[src/rtl/spi_master_arbiter_if.sv]
// -----------------------------------------------------------------------------
// spi_master_arbiter_if
//
// Bundles the requester-side handshake and the SPI-master-side control bus of
// spi_master_arbiter into one interface.
//
// Parameters
//   DATA_WIDTH : SPI word width in bits
//   N_REQ      : number of requesters
//
// Signals
//   req        : per-requester transfer request (level, held until own done)
//   wdata      : per-requester TX word, slice i = [i*DATA_WIDTH +: DATA_WIDTH]
//   gnt        : one-hot grant
//   done       : one-cycle completion pulse to the granted requester
//   rdata      : word received for the last completed transfer
//   m_start    : start pulse to the SPI master
//   m_data_in  : TX word presented to the SPI master
//   m_busy     : SPI master busy flag
//   m_data_out : RX word returned by the SPI master
//
// Modports
//   master : the arbiter side (drives grants, completion and master controls)
//   slave  : the environment side (requesters plus the SPI master)
// -----------------------------------------------------------------------------
interface spi_master_arbiter_if #(
    parameter int DATA_WIDTH = 8,
    parameter int N_REQ      = 4
);
    logic [N_REQ-1:0]            req;
    logic [N_REQ*DATA_WIDTH-1:0] wdata;
    logic [N_REQ-1:0]            gnt;
    logic [N_REQ-1:0]            done;
    logic [DATA_WIDTH-1:0]       rdata;
    logic                        m_start;
    logic [DATA_WIDTH-1:0]       m_data_in;
    logic                        m_busy;
    logic [DATA_WIDTH-1:0]       m_data_out;

    modport master (
        input  req, wdata, m_busy, m_data_out,
        output gnt, done, rdata, m_start, m_data_in
    );

    modport slave (
        output req, wdata, m_busy, m_data_out,
        input  gnt, done, rdata, m_start, m_data_in
    );
endinterface

[src/rtl/spi_master_arbiter.sv]
// -----------------------------------------------------------------------------
// spi_master_arbiter
//
// Shares one SPI master between N_REQ requesters. A winner is picked in IDLE
// (only while the SPI master is idle), its TX word is latched, the master is
// started, and when the master finishes the RX word is captured and the
// winner receives a one-cycle done pulse.
//
// Timing, with req sampled at grant edge E0:
//   after E0 : gnt one-hot, m_data_in latched           (state START)
//   after E1 : m_start high for exactly one cycle       (state WAIT_BUSY)
//   then     : wait for m_busy to rise, then to fall; on the falling-busy edge
//              rdata is captured, done[winner] pulses, gnt clears, back to IDLE.
//
// Ports
//   clk   : system clock, rising edge
//   reset : synchronous, active-high
//   bus   : spi_master_arbiter_if.master (req/wdata/gnt/done/rdata and the
//           m_* SPI master controls)
//
// Configuration
//   SPI_ARB_RR_EN : when defined, round-robin arbitration (search starts at a
//                   pointer that moves to winner+1 on every grant); otherwise
//                   fixed priority with the lowest index winning.
//
// All outputs come straight from flops.
// -----------------------------------------------------------------------------
module spi_master_arbiter #(
    parameter int DATA_WIDTH = 8,
    parameter int N_REQ      = 4
) (
    input  logic                 clk,
    input  logic                 reset,
    spi_master_arbiter_if.master bus
);
    localparam int IDX_W = $clog2(N_REQ);

    typedef enum logic [1:0] {
        IDLE,
        START,
        WAIT_BUSY,
        WAIT_DONE
    } state_e;

    state_e                state_q,     state_d;
    logic [N_REQ-1:0]      gnt_q,       gnt_d;
    logic [N_REQ-1:0]      done_q,      done_d;
    logic [DATA_WIDTH-1:0] rdata_q,     rdata_d;
    logic                  m_start_q,   m_start_d;
    logic [DATA_WIDTH-1:0] m_data_in_q, m_data_in_d;

    logic                  win_valid;
    logic [IDX_W-1:0]      win_idx;

    // Reduce any non-negative index modulo N_REQ to a requester index.
    function automatic logic [IDX_W-1:0] wrap_idx(input int i);
        return IDX_W'(i % N_REQ);
    endfunction

    // -------------------------------------------------------------------------
    // Winner selection
    // -------------------------------------------------------------------------
`ifdef SPI_ARB_RR_EN
    logic [IDX_W-1:0] ptr_q, ptr_d;

    // Search upward from the pointer with wrap; the first requester hit wins.
    always_comb begin
        win_valid = 1'b0;
        win_idx   = '0;
        for (int k = 0; k < N_REQ; k++) begin
            if (!win_valid && bus.req[wrap_idx(int'(ptr_q) + k)]) begin
                win_valid = 1'b1;
                win_idx   = wrap_idx(int'(ptr_q) + k);
            end
        end
    end
`else
    // Fixed priority: lowest index wins.
    always_comb begin
        win_valid = 1'b0;
        win_idx   = '0;
        for (int k = 0; k < N_REQ; k++) begin
            if (!win_valid && bus.req[k]) begin
                win_valid = 1'b1;
                win_idx   = IDX_W'(k);
            end
        end
    end
`endif

    // -------------------------------------------------------------------------
    // Next-state and output logic
    // -------------------------------------------------------------------------
    // NOTE: every variable gets a default before the case so no path leaves
    // one unassigned; that is what keeps this block free of inferred latches.
    always_comb begin
        state_d     = state_q;
        gnt_d       = gnt_q;
        done_d      = '0;
        rdata_d     = rdata_q;
        m_start_d   = 1'b0;
        m_data_in_d = m_data_in_q;
`ifdef SPI_ARB_RR_EN
        ptr_d       = ptr_q;
`endif

        case (state_q)
            IDLE: begin
                // A busy master (e.g. still finishing a transfer aborted by
                // reset) blocks new grants.
                if (win_valid && !bus.m_busy) begin
                    gnt_d       = N_REQ'(1) << win_idx;
                    m_data_in_d = bus.wdata[win_idx*DATA_WIDTH +: DATA_WIDTH];
`ifdef SPI_ARB_RR_EN
                    ptr_d       = wrap_idx(int'(win_idx) + 1);
`endif
                    state_d     = START;
                end
            end

            START: begin
                // Registered, so the pulse appears in the cycle after START.
                m_start_d = 1'b1;
                state_d   = WAIT_BUSY;
            end

            WAIT_BUSY: begin
                if (bus.m_busy) begin
                    state_d = WAIT_DONE;
                end
            end

            WAIT_DONE: begin
                // req is deliberately not looked at here: a requester that
                // drops its request mid-transfer still gets its done pulse.
                if (!bus.m_busy) begin
                    rdata_d = bus.m_data_out;
                    done_d  = gnt_q;
                    gnt_d   = '0;
                    state_d = IDLE;
                end
            end

            default: begin
                state_d = IDLE;
            end
        endcase
    end

    // -------------------------------------------------------------------------
    // State and output registers
    // -------------------------------------------------------------------------
    // NOTE: sequential state uses non-blocking assignments so every flop
    // samples the pre-edge value of every other flop, independent of order.
    always_ff @(posedge clk) begin
        if (reset) begin
            state_q     <= IDLE;
            gnt_q       <= '0;
            done_q      <= '0;
            rdata_q     <= '0;
            m_start_q   <= 1'b0;
            m_data_in_q <= '0;
`ifdef SPI_ARB_RR_EN
            ptr_q       <= '0;
`endif
        end else begin
            state_q     <= state_d;
            gnt_q       <= gnt_d;
            done_q      <= done_d;
            rdata_q     <= rdata_d;
            m_start_q   <= m_start_d;
            m_data_in_q <= m_data_in_d;
`ifdef SPI_ARB_RR_EN
            ptr_q       <= ptr_d;
`endif
        end
    end

    assign bus.gnt       = gnt_q;
    assign bus.done      = done_q;
    assign bus.rdata     = rdata_q;
    assign bus.m_start   = m_start_q;
    assign bus.m_data_in = m_data_in_q;

endmodule

[src/flat_wrapper.sv]
// flat-port wrapper written by rule: the top's interface ports become plain ports
module spi_master_arbiter_flat 
#(
    parameter int DATA_WIDTH = 8,
    parameter int N_REQ      = 4
)
  (clk, reset, bus_req, bus_wdata, bus_m_busy, bus_m_data_out, bus_gnt, bus_done, bus_rdata, bus_m_start, bus_m_data_in);
  spi_master_arbiter_if #(.DATA_WIDTH(DATA_WIDTH), .N_REQ(N_REQ)) bus_i ();
  input  logic clk;
  input  logic reset;
  input wire logic [$bits(bus_i.req)-1:0] bus_req;
  input wire logic [$bits(bus_i.wdata)-1:0] bus_wdata;
  input wire logic [$bits(bus_i.m_busy)-1:0] bus_m_busy;
  input wire logic [$bits(bus_i.m_data_out)-1:0] bus_m_data_out;
  output wire logic [$bits(bus_i.gnt)-1:0] bus_gnt;
  output wire logic [$bits(bus_i.done)-1:0] bus_done;
  output wire logic [$bits(bus_i.rdata)-1:0] bus_rdata;
  output wire logic [$bits(bus_i.m_start)-1:0] bus_m_start;
  output wire logic [$bits(bus_i.m_data_in)-1:0] bus_m_data_in;
  assign bus_i.req = bus_req;
  assign bus_i.wdata = bus_wdata;
  assign bus_i.m_busy = bus_m_busy;
  assign bus_i.m_data_out = bus_m_data_out;
  assign bus_gnt = bus_i.gnt;
  assign bus_done = bus_i.done;
  assign bus_rdata = bus_i.rdata;
  assign bus_m_start = bus_i.m_start;
  assign bus_m_data_in = bus_i.m_data_in;
  spi_master_arbiter #(.DATA_WIDTH(DATA_WIDTH), .N_REQ(N_REQ)) u_core (.clk(clk), .reset(reset), .bus(bus_i));
endmodule
[config.mk]
export PLATFORM = sky130hd
export DESIGN_NAME = spi_master_arbiter_flat
export DESIGN_NICKNAME = d
export VERILOG_FILES = /design/src/rtl/spi_master_arbiter_if.sv /design/src/rtl/spi_master_arbiter.sv /design/src/flat_wrapper.sv
export SDC_FILE = /design/constraint.sdc
export NUM_CORES = 1
export LEC_CHECK = 0
export BUFFER_PORTS_ARGS = -buffer_cell sky130_fd_sc_hd__buf_4
export CAP_MARGIN = 20
export CORE_UTILIZATION = 35
export CTS_CLUSTER_DIAMETER = 120
export DETAILED_ROUTE_END_ITERATION = 7
export PLACE_DENSITY = 0.67
export SLEW_MARGIN = 20
export SYNTH_ARGS = -nofsm -noshare
export SYNTH_HDL_FRONTEND = slang
export SYNTH_SLANG_ARGS = --single-unit
[constraint.sdc]
create_clock -name clk -period 2.3 [get_ports clk]
set_input_delay 0.345 -clock clk [delete_from_list [all_inputs] [get_ports clk]]
set_output_delay 0.345 -clock clk [all_outputs]
set_load 0.02 [all_outputs]
# Yosys cells after proc, flatten, opt, wreduce, memory -nomap -nowiden
# Cells that the tools add are included.
# classes
n_eq_ne	6
shift	2
mux	15
bitwise_logic	2
n_reduce_logical	15
# ops
operator	count
$shiftx 32x6->8	1
$mux 2	5
$mux 4	2
$pmux 2 s4	1
$pmux 4 s2	1
$mux 1	6
$reduce_and 3->1	2
$eq 2x2->1 const B	2
$logic_and 1x1->1	4
$logic_not 1->1	4
$ne 2x2->1 const B	2
$reduce_and 2->1	2
$shl 1x2->4 const A	1
$reduce_or 3->1	1
$eq 2x1->1 const B	1
$logic_not 2->1	1
$ne 2x1->1 const B	1
$not 1->1	2
$reduce_bool 2->1	1
# word_totals
reg_bits	27
inputBits	47
out_inout_bits	25
wordCells	46

# Longest topological paths before layout
# Gate-level depths: netlist (run 1).
# depth
ltp_word	13
ltp_mapped	7
mapped_depth_nobuf	6

# Worst setup path after synthesis (run 1)
# OpenSTA, ideal clock, no wires.
# synth_path
path_kind	reg2reg
startpoint	register u_core.state_q[0]
endpoint	register u_core.m_data_in_q[3] (netlist: u_core.bus.m_data_in[3])
setup_time_ns	0.139
t_arrival_ns	1.549
required_time_ns	2.161
slack_ns	0.612
path_stages_with_launch	8
path_buffers	2
synth_period_minus_slack_ns	1.688
cell_sequence	dfxtp_1 -> inv_1 -> ha_1 -> clkbuf_1 -> or3b_4 -> buf_6 -> a21oi_1 -> a211oi_2
# synth_between
elab_chain_cells	2
# synth_lines
item	line	text
from (decl)	spi_master_arbiter.sv:45	state_e state_q, state_d;
from (signal assigned)	spi_master_arbiter.sv:167	state_q <= state_d;
$logic_not 2->1	spi_master_arbiter.sv:107	case (state_q)
$reduce_and 2->1 (no source line)	n/a	
to (signal assigned)	spi_master_arbiter.sv:172	m_data_in_q <= m_data_in_d;
to (decl)	spi_master_arbiter.sv:50	logic [DATA_WIDTH-1:0] m_data_in_q, m_data_in_d;
# Every way passes these cells.
# A chain may end at the register's enable or synchronous reset.

# Final worst setup path (run 1)
# layout_path
startpoint	register u_core.state_q[0]
endpoint	register u_core.m_data_in_q[4] (netlist: u_core.bus.m_data_in[4])
# The elaborated chain is that of the path after synthesis.

==> metrics, run 1 <==
largest cells by area after synthesis dfxtp_1 (37%), nand2_1 (8.2%), a21oi_1 (7.1%); synthesis warning total 0; Clock Skew 0.00832 ns; Post-synth EDFFs 0; fin nets 298; CTS resizes 0; Gate Count Post-Synth 181; H-tree depth 1; total number of vias 1484; Final min period 1.68 ns; status finished, final reports clean; clock tree root driver cell clkbuf_8; area of the multi-input gates 853 sq um; first-pass GRT wire length 5920 um; die footprint 4470 sq um; area leader, netlist dfxtp_1; row cnt 23; final hold vios 0; WP data arrival 1.84 ns; initial core utilization 36.5%; Worst-path clk slew 0.09 ns; gpl congestion 0.734; Post-Syn Nets 233; WL/cell 12.9 um; Pwr Density 624 nW/um^2; Pre-antenna DRT Iters 5; Hold Startpoint bus_m_data_out[4]; post-synthesis mux area share 0%; Die Y 66.8 um; non-filler cells, final 295; Final WS setup 0.616 ns; Max-cap violations 0; Worst Tran Pin Value 0.597 ns; clk sink count 27; clock latency on the worst-skew pair 0.26 ns; ys async rst share 0%; post-synth top area share 36.7%; port bufs 71; Peak Freq 0.594 GHz; Simple-Gate Fraction of Synth Area 29.3%; pre-CTS WS 0.598 ns; Post-synth top flop dfxtp_1; initial antenna violation count 0; Max Slew Vio Count 0; routed vias/inst 5.03; r2r setup slk 0.62 ns; Worst Path Required 2.45 ns; chip width 66.8 um; total chip power 1280 uW; fin crit share 73.2%; Syn Std Cell Area 1470 sq um; Layout area overhead 39.8%; crit start category flip-flop; IR drop worst, VDD 0.398 mV; GRT Total Usage 17.1%; Fin Setup TNS 0 ns; 1st-iter DRT viols 37; Antenna Violating Nets Remaining 0; Crit Path Class reg2reg; share of layout cells above drive strength 1 35.1%; cts hold-fix bufs 0; CTS tree yes; HP Class in2reg; Sequential Area 541 sq um; post-synthesis compound-gate area fraction 24.4%; unrepaired setup endpoints after global routing false; routed wire length 3810 um; hpwl dp 2870 um; # placed instances 291; core box area 4030 sq um; CP Capture Type flip-flop; postcts setup bufs 0; Critical R2R Launch u_core.state_q[0]; Post-Synth XOR/XNOR Area 0%; filler instances 410; Avg Cell Area, Syn 8.13 sq um; Clock Path Buffers 2; Netlist cell types 33; relative slew slack 60.0%; Critical Path Start u_core.state_q[0]; Setup-failing EPs final 0; TritonCTS buffer count 3; vias in the first global route 1322; grt total ovfl 0; Lkg Pwr 0.000857 uW; crit-path max FO 12; largest family of logic cells by synthesized area simple AND/OR/NAND/NOR gates; n_diodes 0; pin count of the biggest net entering global routing 29; Top Ports 72; Seq cells post-synth 27; worst hold margin 0.331 ns; DRC 0; sequential-to-total area share from yosys stat 36.7%; Synth Area in Adders 4.25%
## kinds of logic after synthesis
group | after synthesis
compound gates | 53
fa+ha+maj | 5
buf+inv | 16
flops | 27
simple gates | 80
## worst max-delay path: stages (launching register included)
cell      delay [ns]
dfxtp_1         0.35
inv_1           0.11
ha_1            0.33
or3b_4          0.52
a21oi_1         0.19
a211oi_2        0.09
## per-layer routing
| metal | GRT usage [%] | up-vias | part of all wire [%] |
|---|---|---|---|
| met5 | 0 | - | 0 |
| met4 | 3.19 | 0 | 0 |
| met3 | 1.54 | 0 | 4.5 |
| met2 | 29.7 | 35 | 52 |
| met1 | 23.0 | 677 | 44 |
| li1 | - | 772 | - |
## power breakdown
group	switching, uW	internal (uW)
Clock	136	124
Combinational	258	216
Sequential	31.3	517
Total	426	857
## through the flow
step	util (%)	instance area, sq um
6_report	51.1	2060
5_1_grt	51.1	2060
4_1_cts	51.1	2060
3_5_place_dp	49.9	2010
3_3_place_gp	49.9	2010
2_1_floorplan	-	1470
## cells in the final DEF (no fill, tap or decap), drive strengths merged
master / netlist / final
nor3: 2 / 2
nor4: 1 / 1
inv: 4 / 4
nand3b: 9 / 9
clkbuf: 7 / 4
nand3: 8 / 8
nor3b: 1 / 1
a211oi: 9 / 9
nor2: 13 / 13
nand2b: 1 / 1
o21a: 1 / 1
o211ai: 4 / 4
nand4b: 1 / 1
a32oi: 8 / 8
and2: 5 / 5
or4b: 1 / 1
o21ai: 9 / 9
a21oi: 22 / 22
buf: 5 / 72
nand2: 32 / 32
ha: 5 / 5
or3: 1 / 1
or2: 1 / 1
nor2b: 1 / 1
nor4b: 1 / 1
dfxtp: 27 / 27
nand4: 1 / 1
or3b: 1 / 1
## path summary, 6_finish.rpt
path	end	cells after the start
worst min-delay path	u_core.bus.rdata[4]	3
worst min register to register	u_core.bus.rdata[4]	2
worst max-delay path	u_core.bus.m_data_in[4]	5
worst max register to register	u_core.bus.m_data_in[4]	5
## flip-flops by register name, summed over array words and instances (netlist names)
signal and cells:
u_core.bus.m_data_in 8, u_core.bus.rdata 8, u_core.bus.gnt 4, u_core.bus.m_start 1, u_core.bus.done 4, u_core.state_q 2
## Yosys cell counts, types with 2 or more instances
library cell	n
nand3_1	8
a211oi_1	4
ha_1	5
o211ai_1	4
buf_2	2
a21oi_1	21
a32oi_1	8
dfxtp_1	27
nand3b_1	9
and2_1	5
o21ai_0	9
nand2_1	32
nor3_1	2
inv_1	3
a211oi_2	5
clkbuf_1	7
nor2_1	13
buf_6	2
## area by class of cell
cell class | instances | area share (%)
sequential | 27 | 26.3
inverter | 4 | 0.730
timing repair buffer | 72 | 26.3
multi-input combinational | 138 | 41.5
tap | 50 | 3.04
clock buffer | 4 | 2.19
Note: power is estimated with default switching activity, not from simulation.
==> inputs of run 2 (changes only) <==
clock period = 1.6 ns   (was 2.3 ns; I/O delays follow)
==> run 2 against run 1 <==
- wire length is 1.9% higher
- sequential power is 44% higher
- clock skew is 0.0069 ns lower
- die area stayed put
- register-to-register slack worse by 0.49 ns
- clock-buffer cell count is 1 lower
- via count is 3.4% higher
- power is 49% higher
- worst hold slack worse by 0.12 ns
- critical endpoint is now u_core.bus.m_data_in[1]
- largest cell class unchanged
- largest power group unchanged
- highest routed layer is now met4
==> metrics, run 2 (synthesized netlist as in run 1, its figures left out) <==
relative slew slack 74.6%; Layout area overhead 45.3%; commonest non-fill, non-tap cell in the layout buf_4; Lkg Pwr 0.000903 uW; crit start category flip-flop; routed wire length 3880 um; clock power share 19.9%; TritonCTS buffer count 3; worst hold margin 0.209 ns; Psw 646 uW; H-tree depth 1; Clock Path Buffers 2; grt total ovfl 0; status finished, final reports clean; clk sink count 27; fin nets 306; Critical Path Start u_core.state_q[0]; fin crit share 92.1%; 1st-iter DRT viols 59; Final WS setup 0.127 ns; non-filler cells, final 303; Top Ports 72; Worst-path clk slew 0.09 ns; # placed instances 298; combinational share of power 38.9%; Net Sw Frac 33.7%; clock latency on the worst-skew pair 0.27 ns; hpwl dp 2990 um; Max Slew Vio Count 0; port bufs 71; Slowest-stage cell, CP dfxtp_1; WL/cell 12.8 um; initial core utilization 36.5%; CP Cell Sequence inv_2 -> ha_4 -> buf_4 -> nor3b_2 -> buf_2 -> nor2_1 -> a211oi_1; row cnt 23; IR drop worst, VDD 0.338 mV; HP Class in2reg; fin util 53.1%; commonest cells after routing, fill and taps aside buf_4 (79), nand2_1 (32), dfxtp_1 (27), a21oi_1 (21), nor2_1 (13); clock tree root driver cell clkbuf_8; filler instances 407; Pre-antenna DRT Iters 4; n_diodes 0; Peak Freq 0.679 GHz; DRC 0; Antenna Violating Nets Remaining 0; die footprint 4470 sq um; initial antenna violation count 0; Final min period 1.47 ns; Worst Path Required 1.79 ns; Worst Tran Pin Value 0.378 ns; cts hold-fix bufs 0; Critical R2R Launch u_core.state_q[0]; Crit Path Class reg2reg; crit-path max FO 6; final hold vios 0; CTS tree yes; core box area 4030 sq um; P_int 1270 uW; pin count of the biggest net entering global routing 25; Clock Skew 0.00143 ns; pre-CTS WS 0.0131 ns; GRT Total Usage 18.4%; Pwr Density 897 nW/um^2; chip width 66.8 um; share of layout cells above drive strength 1 39.5%; Max-cap violations 0; vias in the first global route 1488; WP data arrival 1.66 ns; Die Y 66.8 um; Hold Startpoint bus_m_data_out[3]; Seq pwr share 41.3%; Setup-failing EPs final 0; Post-DP Area 2060 sq um; routed vias/inst 5.07; gpl congestion 0.743; CP Capture Type flip-flop; total number of vias 1535; final instance area 2140 sq um; first-pass GRT wire length 6420 um; Worst path max stage delay 0.36 ns
==> run 2: path summary, 6_finish.rpt <==
path,end,slack (ns),depth (start not counted)
hold reg to reg,u_core.bus.rdata[5],0.46,2
setup reg to reg,u_core.bus.m_data_in[1],0.13,7
setup / recovery,u_core.bus.m_data_in[1],0.13,7
hold / removal,u_core.bus.rdata[3],0.21,3
==> run 2: metrics by stage <==
stage	power (uW)	TNS, ns
final	1920	0
after global routing	2050	-0.0165
after CTS	1900	0
after detailed placement	1520	0
after global placement	1500	0
after floorplan	1240	0
==> run 2: final cells by class <==
| class | count | area [sq um] | share of cell area, % |
|---|---|---|---|
| repair buffers | 80 | 598 | 28.0 |
| inverters | 4 | 15.0 | 0.702 |
| well taps | 50 | 62.6 | 2.93 |
| clock inverters | 1 | 5.00 | 0.234 |
| multi-input cells | 138 | 876 | 41.0 |
| flip-flops and latches | 27 | 541 | 25.3 |
| clock buffers | 3 | 41.3 | 1.93 |
==> run 2: power groups by stage <==
| stage | sequential [uW] | clock [uW] | combinational, uW |
|---|---|---|---|
| after floorplan | 868 | 0 | 375 |
| after global placement | 807 | 0 | 697 |
| after detailed placement | 806 | 0 | 713 |
| after CTS | 790 | 394 | 714 |
| after global routing | 800 | 416 | 830 |
| final | 792 | 381 | 745 |
==> run 2: critical path, delay by kind of cell, from the launching register on <==
kind                       cells  cell delay, ns
AOI/OAI and AO/OA              1            0.19
adders and majority gates      1            0.16
buffers and inverters          3            0.45
DFF                            1            0.36
and+or+nand+nor                2            0.24
==> run 2: repair_timing <==
item,CTS,global route
endpoints found under the hold margin,0,0
buffers inserted,0,0
resized for setup,0,7
endpoints found under the setup margin,0,14
==> run 2: metal layers <==
metal  GRT usage (%)  up-vias  wire length, um
met2            32.8       35             1960
li1                -      790                -
met5               0        -                0
met1            23.2      706             1770
met4            5.59        0               29
met3            1.37        4              127
==> inputs of run 3 (changes only) <==
CORE_UTILIZATION = 40   (was 35)
PLACE_DENSITY = 0.74   (was 0.67)
==> run 3 against run 2 <==
- flip-flop and latch count unchanged
- clock skew about the same
- die area is 12% lower
- combinational power is 2% higher
- fmax decreased by 2.0%
- highest routed layer unchanged
==> metrics, run 3 (synthesized netlist as in run 1, its figures left out) <==
Peak Freq 0.665 GHz; area of the multi-input gates 877 sq um; commonest cells after routing, fill and taps aside buf_4 (79), nand2_1 (32), dfxtp_1 (27), a21oi_1 (21), nor2_1 (13); Routed met3 length 110 um; CP Cell Sequence inv_2 -> ha_4 -> buf_4 -> nor3b_4 -> buf_6 -> nor2_1 -> a211oi_1; chip width 62.7 um; WP data arrival 1.68 ns; clock tree root driver cell clkbuf_8; Pre-antenna DRT Iters 4; Final WS setup 0.0963 ns; WL/cell 13.3 um; core box area 3440 sq um; fin crit share 94.0%; Antenna Violating Nets Remaining 0; clk sink count 27; crit-path max FO 6; row cnt 21; status finished, final reports clean; Lkg Pwr 0.000902 uW; # placed instances 294; met2 WL 1900 um; final instance area 2140 sq um; Final min period 1.50 ns; IR drop worst, VDD 0.395 mV; HP Class in2reg; non-filler cells, final 299; Die Y 62.7 um; Setup-failing EPs final 0; Layout area overhead 45.7%; Fin Setup TNS 0 ns; Clock Path Buffers 2; Post-DP Area 2060 sq um; DRC 0; Sequential Area 541 sq um; Crit Path Class reg2reg; routed wire length 3980 um; postcts setup bufs 0; fin nets 306; pre-CTS WS 0.0326 ns; cts hold-fix bufs 0; routed vias/inst 5.23; CP Capture Type flip-flop; Worst-path clk slew 0.09 ns; hpwl dp 2900 um; initial antenna violation count 0; vias in the first global route 1477; die footprint 3930 sq um; total number of vias 1565; Worst Path Required 1.78 ns; unrepaired setup endpoints after global routing false; clock latency on the worst-skew pair 0.27 ns; WL met1 1950 um; H-tree depth 1; final hold vios 0; Clock Skew 0.00192 ns; 1st-iter DRT viols 92; pin count of the biggest net entering global routing 25; initial core utilization 42.7%; highest metal used met4; grt total ovfl 0; Top Ports 72; TritonCTS buffer count 3; Worst Tran Pin Value 0.370 ns; Pwr Density 907 nW/um^2; relative slew slack 75.2%; filler instances 302; worst hold margin 0.205 ns; crit start category flip-flop; CTS tree yes; Max Slew Vio Count 0; first-pass GRT wire length 6740 um; Worst path max stage delay 0.36 ns; port bufs 71; Slowest-stage cell, CP dfxtp_1; gpl congestion 0.799; GRT Total Usage 21.0%; Max-cap violations 0; commonest non-fill, non-tap cell in the layout buf_4; share of layout cells above drive strength 1 39.1%; n_diodes 0
[run 3: path summary, 6_finish.rpt]
kind	start	to	slack [ns]	cells after the start
setup / recovery	u_core.state_q[0]	u_core.bus.m_data_in[1]	0.1	7
hold reg to reg	u_core.bus.rdata[3]	u_core.bus.rdata[3]	0.46	2
hold / removal	bus_m_data_out[4]	u_core.bus.rdata[4]	0.20	3
setup reg to reg	u_core.state_q[0]	u_core.bus.m_data_in[1]	0.1	7
[run 3: layout make-up]
class / count / area share [%]
tap: 46 / 2.69
clock buffer: 3 / 1.93
timing repair buffer: 80 / 28.2
inverter: 4 / 0.701
clock inverter: 1 / 0.350
multi-input combinational: 138 / 40.9
sequential: 27 / 25.2
[run 3: timing repair]
item                                    CTS  global route
gates cloned                              1             0
gates resized for setup                   3             6
endpoints found under the setup margin    1            12
[run 3: stage by stage]
step | utilization, % | total power (uW)
after floorplan | - | 1240
after global placement | 59.8 | 1500
after detailed placement | 59.8 | 1510
after CTS | 61.6 | 1920
after global routing | 62.3 | 2060
final | 62.3 | 1940
[run 3: power breakdown]
part / internal [uW] / switching (uW) / total, uW / leakage (uW)
registers: 744 / 48.5 / 792 / 0.000220
clock network: 177 / 215 / 392 / 0.0000217
logic: 364 / 396 / 760 / 0.000660
total: 1280 / 660 / 1940 / 0.000902
[run 3: metal layers]
layer,vias to the layer above,track usage (%)
met2,37,34.4
met1,731,29.2
li1,795,-
met4,0,5.81
met5,-,0
met3,2,2.01
[run 3: worst max-delay path: cells and delay by family (launching register included)]
kind,cells,cell delay [ns]
fa+ha+maj,1,0.16
flops,1,0.36
simple gates,2,0.26
compound gates,1,0.23
buf+inv,3,0.40
